$ cat src/rtl/decode_stage_pkg.sv
// Shared decode constants: opcodes, control-field codes and load/store size encodings.
// Every _X code is zero so an all-zero entry reads as "no operation".
package decode_stage_pkg;

    localparam logic [6:0] OPC_LUI    = 7'b0110111;
    localparam logic [6:0] OPC_AUIPC  = 7'b0010111;
    localparam logic [6:0] OPC_JAL    = 7'b1101111;
    localparam logic [6:0] OPC_JALR   = 7'b1100111;
    localparam logic [6:0] OPC_BRANCH = 7'b1100011;
    localparam logic [6:0] OPC_LOAD   = 7'b0000011;
    localparam logic [6:0] OPC_STORE  = 7'b0100011;
    localparam logic [6:0] OPC_OPIMM  = 7'b0010011;
    localparam logic [6:0] OPC_OP     = 7'b0110011;

    localparam logic [4:0] ALU_X     = 5'd0;
    localparam logic [4:0] ALU_ADD   = 5'd1;
    localparam logic [4:0] ALU_SUB   = 5'd2;
    localparam logic [4:0] ALU_AND   = 5'd3;
    localparam logic [4:0] ALU_OR    = 5'd4;
    localparam logic [4:0] ALU_XOR   = 5'd5;
    localparam logic [4:0] ALU_SLL   = 5'd6;
    localparam logic [4:0] ALU_SRL   = 5'd7;
    localparam logic [4:0] ALU_SRA   = 5'd8;
    localparam logic [4:0] ALU_SLT   = 5'd9;
    localparam logic [4:0] ALU_SLTU  = 5'd10;
    localparam logic [4:0] BR_BEQ    = 5'd11;
    localparam logic [4:0] BR_BNE    = 5'd12;
    localparam logic [4:0] BR_BLT    = 5'd13;
    localparam logic [4:0] BR_BGE    = 5'd14;
    localparam logic [4:0] BR_BLTU   = 5'd15;
    localparam logic [4:0] BR_BGEU   = 5'd16;
    localparam logic [4:0] ALU_JALR  = 5'd17;
    // M-extension codes are contiguous in funct3 order so they can be formed by addition.
    localparam logic [4:0] ALU_MUL    = 5'd18;
    localparam logic [4:0] ALU_MULH   = 5'd19;
    localparam logic [4:0] ALU_MULHSU = 5'd20;
    localparam logic [4:0] ALU_MULHU  = 5'd21;
    localparam logic [4:0] ALU_DIV    = 5'd22;
    localparam logic [4:0] ALU_DIVU   = 5'd23;
    localparam logic [4:0] ALU_REM    = 5'd24;
    localparam logic [4:0] ALU_REMU   = 5'd25;

    localparam logic [1:0] OP1_X   = 2'd0;
    localparam logic [1:0] OP1_RS1 = 2'd1;
    localparam logic [1:0] OP1_PC  = 2'd2;

    localparam logic [2:0] OP2_X   = 3'd0;
    localparam logic [2:0] OP2_RS2 = 3'd1;
    localparam logic [2:0] OP2_IMI = 3'd2;
    localparam logic [2:0] OP2_IMS = 3'd3;
    localparam logic [2:0] OP2_IMJ = 3'd4;
    localparam logic [2:0] OP2_IMU = 3'd5;

    localparam logic [1:0] MEN_X = 2'd0;
    localparam logic [1:0] MEN_S = 2'd1;

    localparam logic [1:0] REN_X = 2'd0;
    localparam logic [1:0] REN_S = 2'd1;

    localparam logic [2:0] WB_X   = 3'd0;
    localparam logic [2:0] WB_ALU = 3'd1;
    localparam logic [2:0] WB_MEM = 3'd2;
    localparam logic [2:0] WB_PC  = 3'd3;

    localparam logic [2:0] MEM_B  = 3'b000;
    localparam logic [2:0] MEM_H  = 3'b001;
    localparam logic [2:0] MEM_W  = 3'b010;
    localparam logic [2:0] MEM_BU = 3'b100;
    localparam logic [2:0] MEM_HU = 3'b101;

    function automatic logic legal_load_size(input logic [2:0] funct3);
        return (funct3 == MEM_B) || (funct3 == MEM_H) || (funct3 == MEM_W) ||
               (funct3 == MEM_BU) || (funct3 == MEM_HU);
    endfunction

    function automatic logic legal_store_size(input logic [2:0] funct3);
        return (funct3 == MEM_B) || (funct3 == MEM_H) || (funct3 == MEM_W);
    endfunction

endpackage

$ cat src/rtl/decode_stage_logic.sv
// Combinational instruction decoder (module decode_logic).
// Define DECODE_MEXT_EN to decode RV32M; otherwise those encodings are flagged illegal.
module decode_logic
    import decode_stage_pkg::*;
#(
    parameter int XLEN = 32
) (
    input  logic [31:0]     inst,
    output logic [XLEN-1:0] imm,
    output logic [4:0]      op1_addr,
    output logic [4:0]      op2_addr,
    output logic [4:0]      rd_addr,
    output logic [4:0]      exe_fun,
    output logic [1:0]      op1,
    output logic [2:0]      op2,
    output logic [1:0]      mem_wen,
    output logic [1:0]      rf_wen,
    output logic [2:0]      wb_sel,
    output logic [2:0]      mem_size,
    output logic            illegal
);

    logic [6:0]  opcode;
    logic [2:0]  funct3;
    logic [6:0]  funct7;
    logic        legal_f7;
    logic [31:0] imm_i, imm_s, imm_b, imm_j, imm_u;

    assign opcode   = inst[6:0];
    assign funct3   = inst[14:12];
    assign funct7   = inst[31:25];
    assign op1_addr = inst[19:15];
    assign op2_addr = inst[24:20];
    assign rd_addr  = inst[11:7];
    assign legal_f7 = (funct7 == 7'b0000000) || (funct7 == 7'b0100000);

    assign imm_i = {{20{inst[31]}}, inst[31:20]};
    assign imm_s = {{20{inst[31]}}, inst[31:25], inst[11:7]};
    assign imm_b = {{19{inst[31]}}, inst[31], inst[7], inst[30:25], inst[11:8], 1'b0};
    assign imm_j = {{11{inst[31]}}, inst[31], inst[19:12], inst[20], inst[30:21], 1'b0};
    assign imm_u = {inst[31:12], 12'b0};

    // Decode each opcode, then collapse anything flagged illegal to the _X codes.
    always_comb begin
        imm      = '0;
        exe_fun  = ALU_X;
        op1      = OP1_X;
        op2      = OP2_X;
        mem_wen  = MEN_X;
        rf_wen   = REN_X;
        wb_sel   = WB_X;
        mem_size = '0;
        illegal  = 1'b0;
        case (opcode)
            OPC_LUI: begin
                imm = XLEN'($signed(imm_u));
                exe_fun = ALU_ADD; op2 = OP2_IMU; rf_wen = REN_S; wb_sel = WB_ALU;
            end
            OPC_AUIPC: begin
                imm = XLEN'($signed(imm_u));
                exe_fun = ALU_ADD; op1 = OP1_PC; op2 = OP2_IMU; rf_wen = REN_S; wb_sel = WB_ALU;
            end
            OPC_JAL: begin
                imm = XLEN'($signed(imm_j));
                exe_fun = ALU_ADD; op1 = OP1_PC; op2 = OP2_IMJ; rf_wen = REN_S; wb_sel = WB_PC;
            end
            OPC_JALR: begin
                imm = XLEN'($signed(imm_i));
                exe_fun = ALU_JALR; op1 = OP1_RS1; op2 = OP2_IMI; rf_wen = REN_S; wb_sel = WB_PC;
            end
            OPC_BRANCH: begin
                imm = XLEN'($signed(imm_b));
                op1 = OP1_RS1; op2 = OP2_RS2;
                case (funct3)
                    3'b000:  exe_fun = BR_BEQ;
                    3'b001:  exe_fun = BR_BNE;
                    3'b100:  exe_fun = BR_BLT;
                    3'b101:  exe_fun = BR_BGE;
                    3'b110:  exe_fun = BR_BLTU;
                    3'b111:  exe_fun = BR_BGEU;
                    default: illegal = 1'b1;
                endcase
            end
            OPC_LOAD: begin
                imm = XLEN'($signed(imm_i));
                exe_fun = ALU_ADD; op1 = OP1_RS1; op2 = OP2_IMI; rf_wen = REN_S; wb_sel = WB_MEM;
                mem_size = funct3;
                illegal = !legal_load_size(funct3);
            end
            OPC_STORE: begin
                imm = XLEN'($signed(imm_s));
                exe_fun = ALU_ADD; op1 = OP1_RS1; op2 = OP2_IMS; mem_wen = MEN_S;
                mem_size = funct3;
                illegal = !legal_store_size(funct3);
            end
            OPC_OPIMM: begin
                imm = XLEN'($signed(imm_i));
                op1 = OP1_RS1; op2 = OP2_IMI; rf_wen = REN_S; wb_sel = WB_ALU;
                case (funct3)
                    3'b000: exe_fun = ALU_ADD;
                    3'b010: exe_fun = ALU_SLT;
                    3'b011: exe_fun = ALU_SLTU;
                    3'b100: exe_fun = ALU_XOR;
                    3'b110: exe_fun = ALU_OR;
                    3'b111: exe_fun = ALU_AND;
                    3'b001: begin
                        imm = XLEN'(inst[24:20]);
                        exe_fun = ALU_SLL;
                        illegal = !legal_f7;
                    end
                    default: begin
                        imm = XLEN'(inst[24:20]);
                        exe_fun = inst[30] ? ALU_SRA : ALU_SRL;
                        illegal = !legal_f7;
                    end
                endcase
            end
            OPC_OP: begin
                op1 = OP1_RS1; op2 = OP2_RS2; rf_wen = REN_S; wb_sel = WB_ALU;
                if (funct7 == 7'b0000001) begin
`ifdef DECODE_MEXT_EN
                    exe_fun = ALU_MUL + {2'b00, funct3};
`else
                    illegal = 1'b1;
`endif
                end else if (!legal_f7) begin
                    illegal = 1'b1;
                end else begin
                    case (funct3)
                        3'b000:  exe_fun = inst[30] ? ALU_SUB : ALU_ADD;
                        3'b001:  exe_fun = ALU_SLL;
                        3'b010:  exe_fun = ALU_SLT;
                        3'b011:  exe_fun = ALU_SLTU;
                        3'b100:  exe_fun = ALU_XOR;
                        3'b101:  exe_fun = inst[30] ? ALU_SRA : ALU_SRL;
                        3'b110:  exe_fun = ALU_OR;
                        default: exe_fun = ALU_AND;
                    endcase
                end
            end
            default: illegal = 1'b1;
        endcase
        if (illegal) begin
            imm      = '0;
            exe_fun  = ALU_X;
            op1      = OP1_X;
            op2      = OP2_X;
            mem_wen  = MEN_X;
            rf_wen   = REN_X;
            wb_sel   = WB_X;
            mem_size = '0;
        end
    end

endmodule

$ cat src/rtl/decode_stage.sv
// Registered decode stage: decode_logic feeding a DEPTH-entry FIFO toward execute.
// DECODE_MEXT_EN (see decode_logic) enables RV32M decoding.
module decode_stage
    import decode_stage_pkg::*;
#(
    parameter int XLEN  = 32,
    parameter int DEPTH = 2
) (
    input  logic            clk,
    input  logic            rst,
    input  logic            flush,
    input  logic            in_valid,
    output logic            in_ready,
    input  logic [31:0]     inst,
    input  logic [XLEN-1:0] pc,
    output logic            out_valid,
    input  logic            out_ready,
    output logic [XLEN-1:0] out_pc,
    output logic [XLEN-1:0] imm,
    output logic [4:0]      op1_addr,
    output logic [4:0]      op2_addr,
    output logic [4:0]      rd_addr,
    output logic [4:0]      exe_fun,
    output logic [1:0]      op1,
    output logic [2:0]      op2,
    output logic [1:0]      mem_wen,
    output logic [1:0]      rf_wen,
    output logic [2:0]      wb_sel,
    output logic [2:0]      mem_size,
    output logic            illegal
);

    localparam int PW = (DEPTH > 1) ? $clog2(DEPTH) : 1;
    localparam int CW = $clog2(DEPTH) + 1;

    typedef struct packed {
        logic [XLEN-1:0] pc;
        logic [XLEN-1:0] imm;
        logic [4:0]      op1_addr;
        logic [4:0]      op2_addr;
        logic [4:0]      rd_addr;
        logic [4:0]      exe_fun;
        logic [1:0]      op1;
        logic [2:0]      op2;
        logic [1:0]      mem_wen;
        logic [1:0]      rf_wen;
        logic [2:0]      wb_sel;
        logic [2:0]      mem_size;
        logic            illegal;
    } entry_t;

    localparam entry_t EMPTY_ENTRY = '{
        pc: '0, imm: '0, op1_addr: '0, op2_addr: '0, rd_addr: '0,
        exe_fun: ALU_X, op1: OP1_X, op2: OP2_X, mem_wen: MEN_X,
        rf_wen: REN_X, wb_sel: WB_X, mem_size: '0, illegal: 1'b0
    };

    entry_t          buffer [DEPTH];
    entry_t          dec_entry;
    entry_t          head;
    logic [PW-1:0]   wr_ptr, rd_ptr;
    logic [CW-1:0]   count;
    logic            push, pop;

    function automatic logic [PW-1:0] next_ptr(input logic [PW-1:0] p);
        return (p == PW'(DEPTH - 1)) ? '0 : p + 1'b1;
    endfunction

    assign dec_entry.pc = pc;

    decode_logic #(.XLEN(XLEN)) u_decode (
        .inst     (inst),
        .imm      (dec_entry.imm),
        .op1_addr (dec_entry.op1_addr),
        .op2_addr (dec_entry.op2_addr),
        .rd_addr  (dec_entry.rd_addr),
        .exe_fun  (dec_entry.exe_fun),
        .op1      (dec_entry.op1),
        .op2      (dec_entry.op2),
        .mem_wen  (dec_entry.mem_wen),
        .rf_wen   (dec_entry.rf_wen),
        .wb_sel   (dec_entry.wb_sel),
        .mem_size (dec_entry.mem_size),
        .illegal  (dec_entry.illegal)
    );

    // Ready depends only on the registered count, so execute stalls never reach fetch combinationally.
    assign in_ready  = (count != CW'(DEPTH));
    assign out_valid = (count != '0);
    assign push      = in_valid && in_ready && !flush;
    assign pop       = out_valid && out_ready;

    always_ff @(posedge clk or posedge rst) begin
        if (rst) begin
            wr_ptr <= '0;
            rd_ptr <= '0;
            count  <= '0;
            for (int i = 0; i < DEPTH; i++) begin
                buffer[i] <= EMPTY_ENTRY;
            end
        end else if (flush) begin
            wr_ptr <= '0;
            rd_ptr <= '0;
            count  <= '0;
        end else begin
            if (push) begin
                buffer[wr_ptr] <= dec_entry;
                wr_ptr         <= next_ptr(wr_ptr);
            end
            if (pop) begin
                rd_ptr <= next_ptr(rd_ptr);
            end
            if (push && !pop) begin
                count <= count + 1'b1;
            end else if (pop && !push) begin
                count <= count - 1'b1;
            end
        end
    end

    assign head     = buffer[rd_ptr];
    assign out_pc   = head.pc;
    assign imm      = head.imm;
    assign op1_addr = head.op1_addr;
    assign op2_addr = head.op2_addr;
    assign rd_addr  = head.rd_addr;
    assign exe_fun  = head.exe_fun;
    assign op1      = head.op1;
    assign op2      = head.op2;
    assign mem_wen  = head.mem_wen;
    assign rf_wen   = head.rf_wen;
    assign wb_sel   = head.wb_sel;
    assign mem_size = head.mem_size;
    assign illegal  = head.illegal;

endmodule

$ cat config.mk
export PLATFORM = sky130hd
export DESIGN_NAME = decode_stage
export DESIGN_NICKNAME = d
export VERILOG_FILES = /design/src/rtl/decode_stage_pkg.sv /design/src/rtl/decode_stage_logic.sv /design/src/rtl/decode_stage.sv
export SDC_FILE = /design/constraint.sdc
export NUM_CORES = 1
export LEC_CHECK = 0
export CORE_UTILIZATION = 57
export DETAILED_ROUTE_END_ITERATION = 8
export PLACE_DENSITY = 0.92
export SYNTH_ARGS = -nofsm -noshare
export SYNTH_HDL_FRONTEND = slang
export SYNTH_SLANG_ARGS = --single-unit
$ cat constraint.sdc
create_clock -name clk -period 12.9 [get_ports clk]
set_input_delay 1.935 -clock clk [delete_from_list [all_inputs] [get_ports clk]]
set_output_delay 1.935 -clock clk [all_outputs]
set_load 0.01 [all_outputs]
==> reports/results.ini <==
[sta]
finalSetupTns_ps = 0
fmax_mhz = 204.2
setup_viol = 0
finClkSkew_ps = 10.41
finalWorstSetupSlack_ps = 8003
period_needed_ps = 4897
tightest_slew_ps = 1041
slew_headroom_pct = 30.59
fin_crit_sh_pct = 37.96
rsz0062_at_grt = false
drv_slew = 0
finalHoldViolCount = 0

[floorplanning]
ios = 171
fp.dieH_um = 130.6
row_count = 46
coreArea_um2 = 16000
initial_core_util_pct = 58.89
die-width_um = 130.6
dieArea_um2 = 17050

[finish]
nets = 1215
final_util_pct = 73.51
diodes = 0
stdcell_count = 1375
drive_above_1_share_pct = 13.46
synthToLayoutAreaGrowth_pct = 24.82
layout_common_cells = nand2_1, dfrtp_1, clkdlybuf4s50_1
fill_cells = 1135
final_common_cell = nand2_1

[synthesis]
yosysSeqAreaShare_pct = 52.58
synth_cell_type_count = 58
syn_area_per_cell_um2 = 9.238
async_reset_ff_share_pct = 100.0
yosysWarningCount = 0
synth-edff-count = 0
netlist_area_um2 = 9423
synth_flop_cell = dfrtp_1
yosys_register_bits = 198
syn_inst = 1020

[pwr]
p_int_uw = 1149
p_seq_share_pct = 46.5
peakVddDrop_mv = 0.09920
sw_frac_of_total_pct = 28.21
p_per_area_nw_per_um2 = 136.0
leakage_uw = 0.005354
clockPowerShare_pct = 34.2
power_frac_comb_pct = 19.4
p_switching_uw = 451.4

[clocking]
cts_buffer_depth = 2
htree_levels = 4
cts_setup_buffers = 0
worstSkewPairLatency_ps = 430
cts_tree = done
path_clk_slew_ps = 70
cts_resized = 0
cts.sinks = 198
cts_buffers = 17
root_buffer = clkbuf_16
holdBufCountCts = 0

[place]
portBuffers = 167
place_congestion = 0.8863
dp_cells = 1343
dpl_worst_slack_ps = 8281
dp_hpwl_mm = 16.06

[routing]
num_vias = 8011
wirelength_mm = 25.06
vias_per_cell = 5.826
drc = 0
wl_per_cell_um = 18.23
drtPass1Iterations = 6
drtIter0Drc = 627
antenna_left = 0

[hold_path]
min_path_type = reg -> reg

[grt]
grt_pass1_wl_mm = 39.66
overflow = 0
antenna_found_initial = 0
grt_pass1_vias = 7776
grt_usage_pct = 30.41
grt_max_degree = 117

[setup_path]
r2r_slack_ps = 10450
worstSetupPathType = reg -> out
start_kind = register
crit_slowest_cell = dfrtp_4
arrival_ps = 2960
cp_max_fo = 50
crit_chain = buf_4, mux2_2, clkdlybuf4s50_1
slowest_delay_ps = 890
required_ps = 10970
endpoint_kind = output port

[run]
max_cap_violations = 0

[outcome]
status = finished clean

## critical path, delay by kind of cell, from the launching register on
| family | cells | cell delay, ps |
|---|---|---|
| mux | 1 | 440 |
| buf+inv | 2 | 1160 |
| flops | 1 | 890 |
## metrics by stage
step / instance area, um^2 / power, uW / hold WS [ps]
final: 11760 / 1600 / 472.4
after global routing: 11760 / 1671 / 495.2
after CTS: 11760 / 1605 / 476.2
after detailed placement: 11150 / 1063 / 458.8
after global placement: 11150 / 1048 / 451.8
after floorplan: 9430 / 916.1 / 440.1
## final timing paths
path	cells past startpoint	startpoint	to
setup / recovery	3	rd_ptr$_DFFE_PP0P_	imm[12]
hold / removal	2	buffer[134]$_DFFE_PP0P_	buffer[134]$_DFFE_PP0P_
setup reg to reg	5	count[0]$_DFFE_PP0P_	buffer[13]$_DFFE_PP0P_
hold reg to reg	2	buffer[134]$_DFFE_PP0P_	buffer[134]$_DFFE_PP0P_
max in group asynchronous	3	rst	wr_ptr$_DFFE_PP0P_
min in group asynchronous	2	rst	buffer[133]$_DFFE_PP0P_
## state kept, by name (all words and copies together) (netlist names)
signal and cells:
buffer 194, count 2, rd_ptr 1, wr_ptr 1
## routing by layer
metal / global-route usage, % / share of wire [%]
met5: 0 / 0
met4: 10.62 / 2.6
met3: 6.067 / 7.4
met2: 50.39 / 50
met1: 40.04 / 40
## power by group through the flow
stage	registers (uW)	logic (uW)	clock network (uW)
floorplan	736	180	0
global placement	749	299	0
detailed placement	753	309	0
CTS	743	311	551
global route	753	339	579
finish	743	310	546
## logic make-up (layout without fill, tap and decap cells)
kind of cell / Yosys count / count (layout) / synth area share (%)
flip-flops: 198 / 198 / 52.58
other: 1 / 3 / 0.03980
AND/OR/NAND/NOR: 476 / 476 / 20.67
AO/OA/AOI/OAI: 166 / 166 / 10.82
XOR/XNOR: 3 / 3 / 0.2789
buffers and inverters: 77 / 214 / 3.771
multiplexers: 99 / 99 / 11.83
## cell usage after synthesis, types with 2 or more instances
| cell type | count | area (um^2) |
|---|---|---|
| a22oi_1 | 17 | 127.6 |
| or3_1 | 2 | 12.51 |
| a2111o_1 | 2 | 22.52 |
| a211oi_1 | 10 | 75.07 |
| buf_4 | 3 | 22.52 |
| nor2_1 | 21 | 78.83 |
| o22ai_1 | 2 | 12.51 |
| a22o_1 | 3 | 26.28 |
| a21boi_0 | 2 | 15.01 |
| a31oi_1 | 4 | 25.02 |
| mux2_2 | 99 | 1115 |
| nand2b_1 | 7 | 43.79 |
| nand3_1 | 6 | 30.03 |
| inv_1 | 4 | 15.01 |
| dfrtp_1 | 198 | 4955 |
| o21ai_1 | 79 | 395.4 |
| a2111oi_0 | 2 | 17.52 |
| and3_1 | 3 | 18.77 |
| nor2b_1 | 8 | 50.05 |
| xor2_1 | 3 | 26.28 |
| nand2_1 | 401 | 1505 |
| nand4b_1 | 3 | 26.28 |
| a21oi_1 | 11 | 55.05 |
| o21ai_0 | 16 | 80.08 |
| clkbuf_1 | 42 | 157.7 |
| a21o_1 | 2 | 15.01 |
| a211o_1 | 3 | 26.28 |
| nand3b_1 | 2 | 15.01 |
| nor3_1 | 8 | 40.04 |
| nor3b_1 | 2 | 15.01 |
| nor4_1 | 2 | 12.51 |
| and2_1 | 2 | 12.51 |
| buf_1 | 4 | 15.01 |
| buf_2 | 20 | 100.1 |
| buf_6 | 4 | 45.04 |
## cell type report
type                       count  area (um^2)  share of cell area, %
tap                          216        270.3                  2.298
inverter                       4        22.52                 0.1915
clock inverter                15        190.2                  1.617
clock buffer                  17        425.4                  3.617
multi-input combinational    747         4140                  35.20
timing repair buffer         178         1754                  14.91
sequential                   198         4959                  42.16
Note: power is estimated with default switching activity, not from simulation.
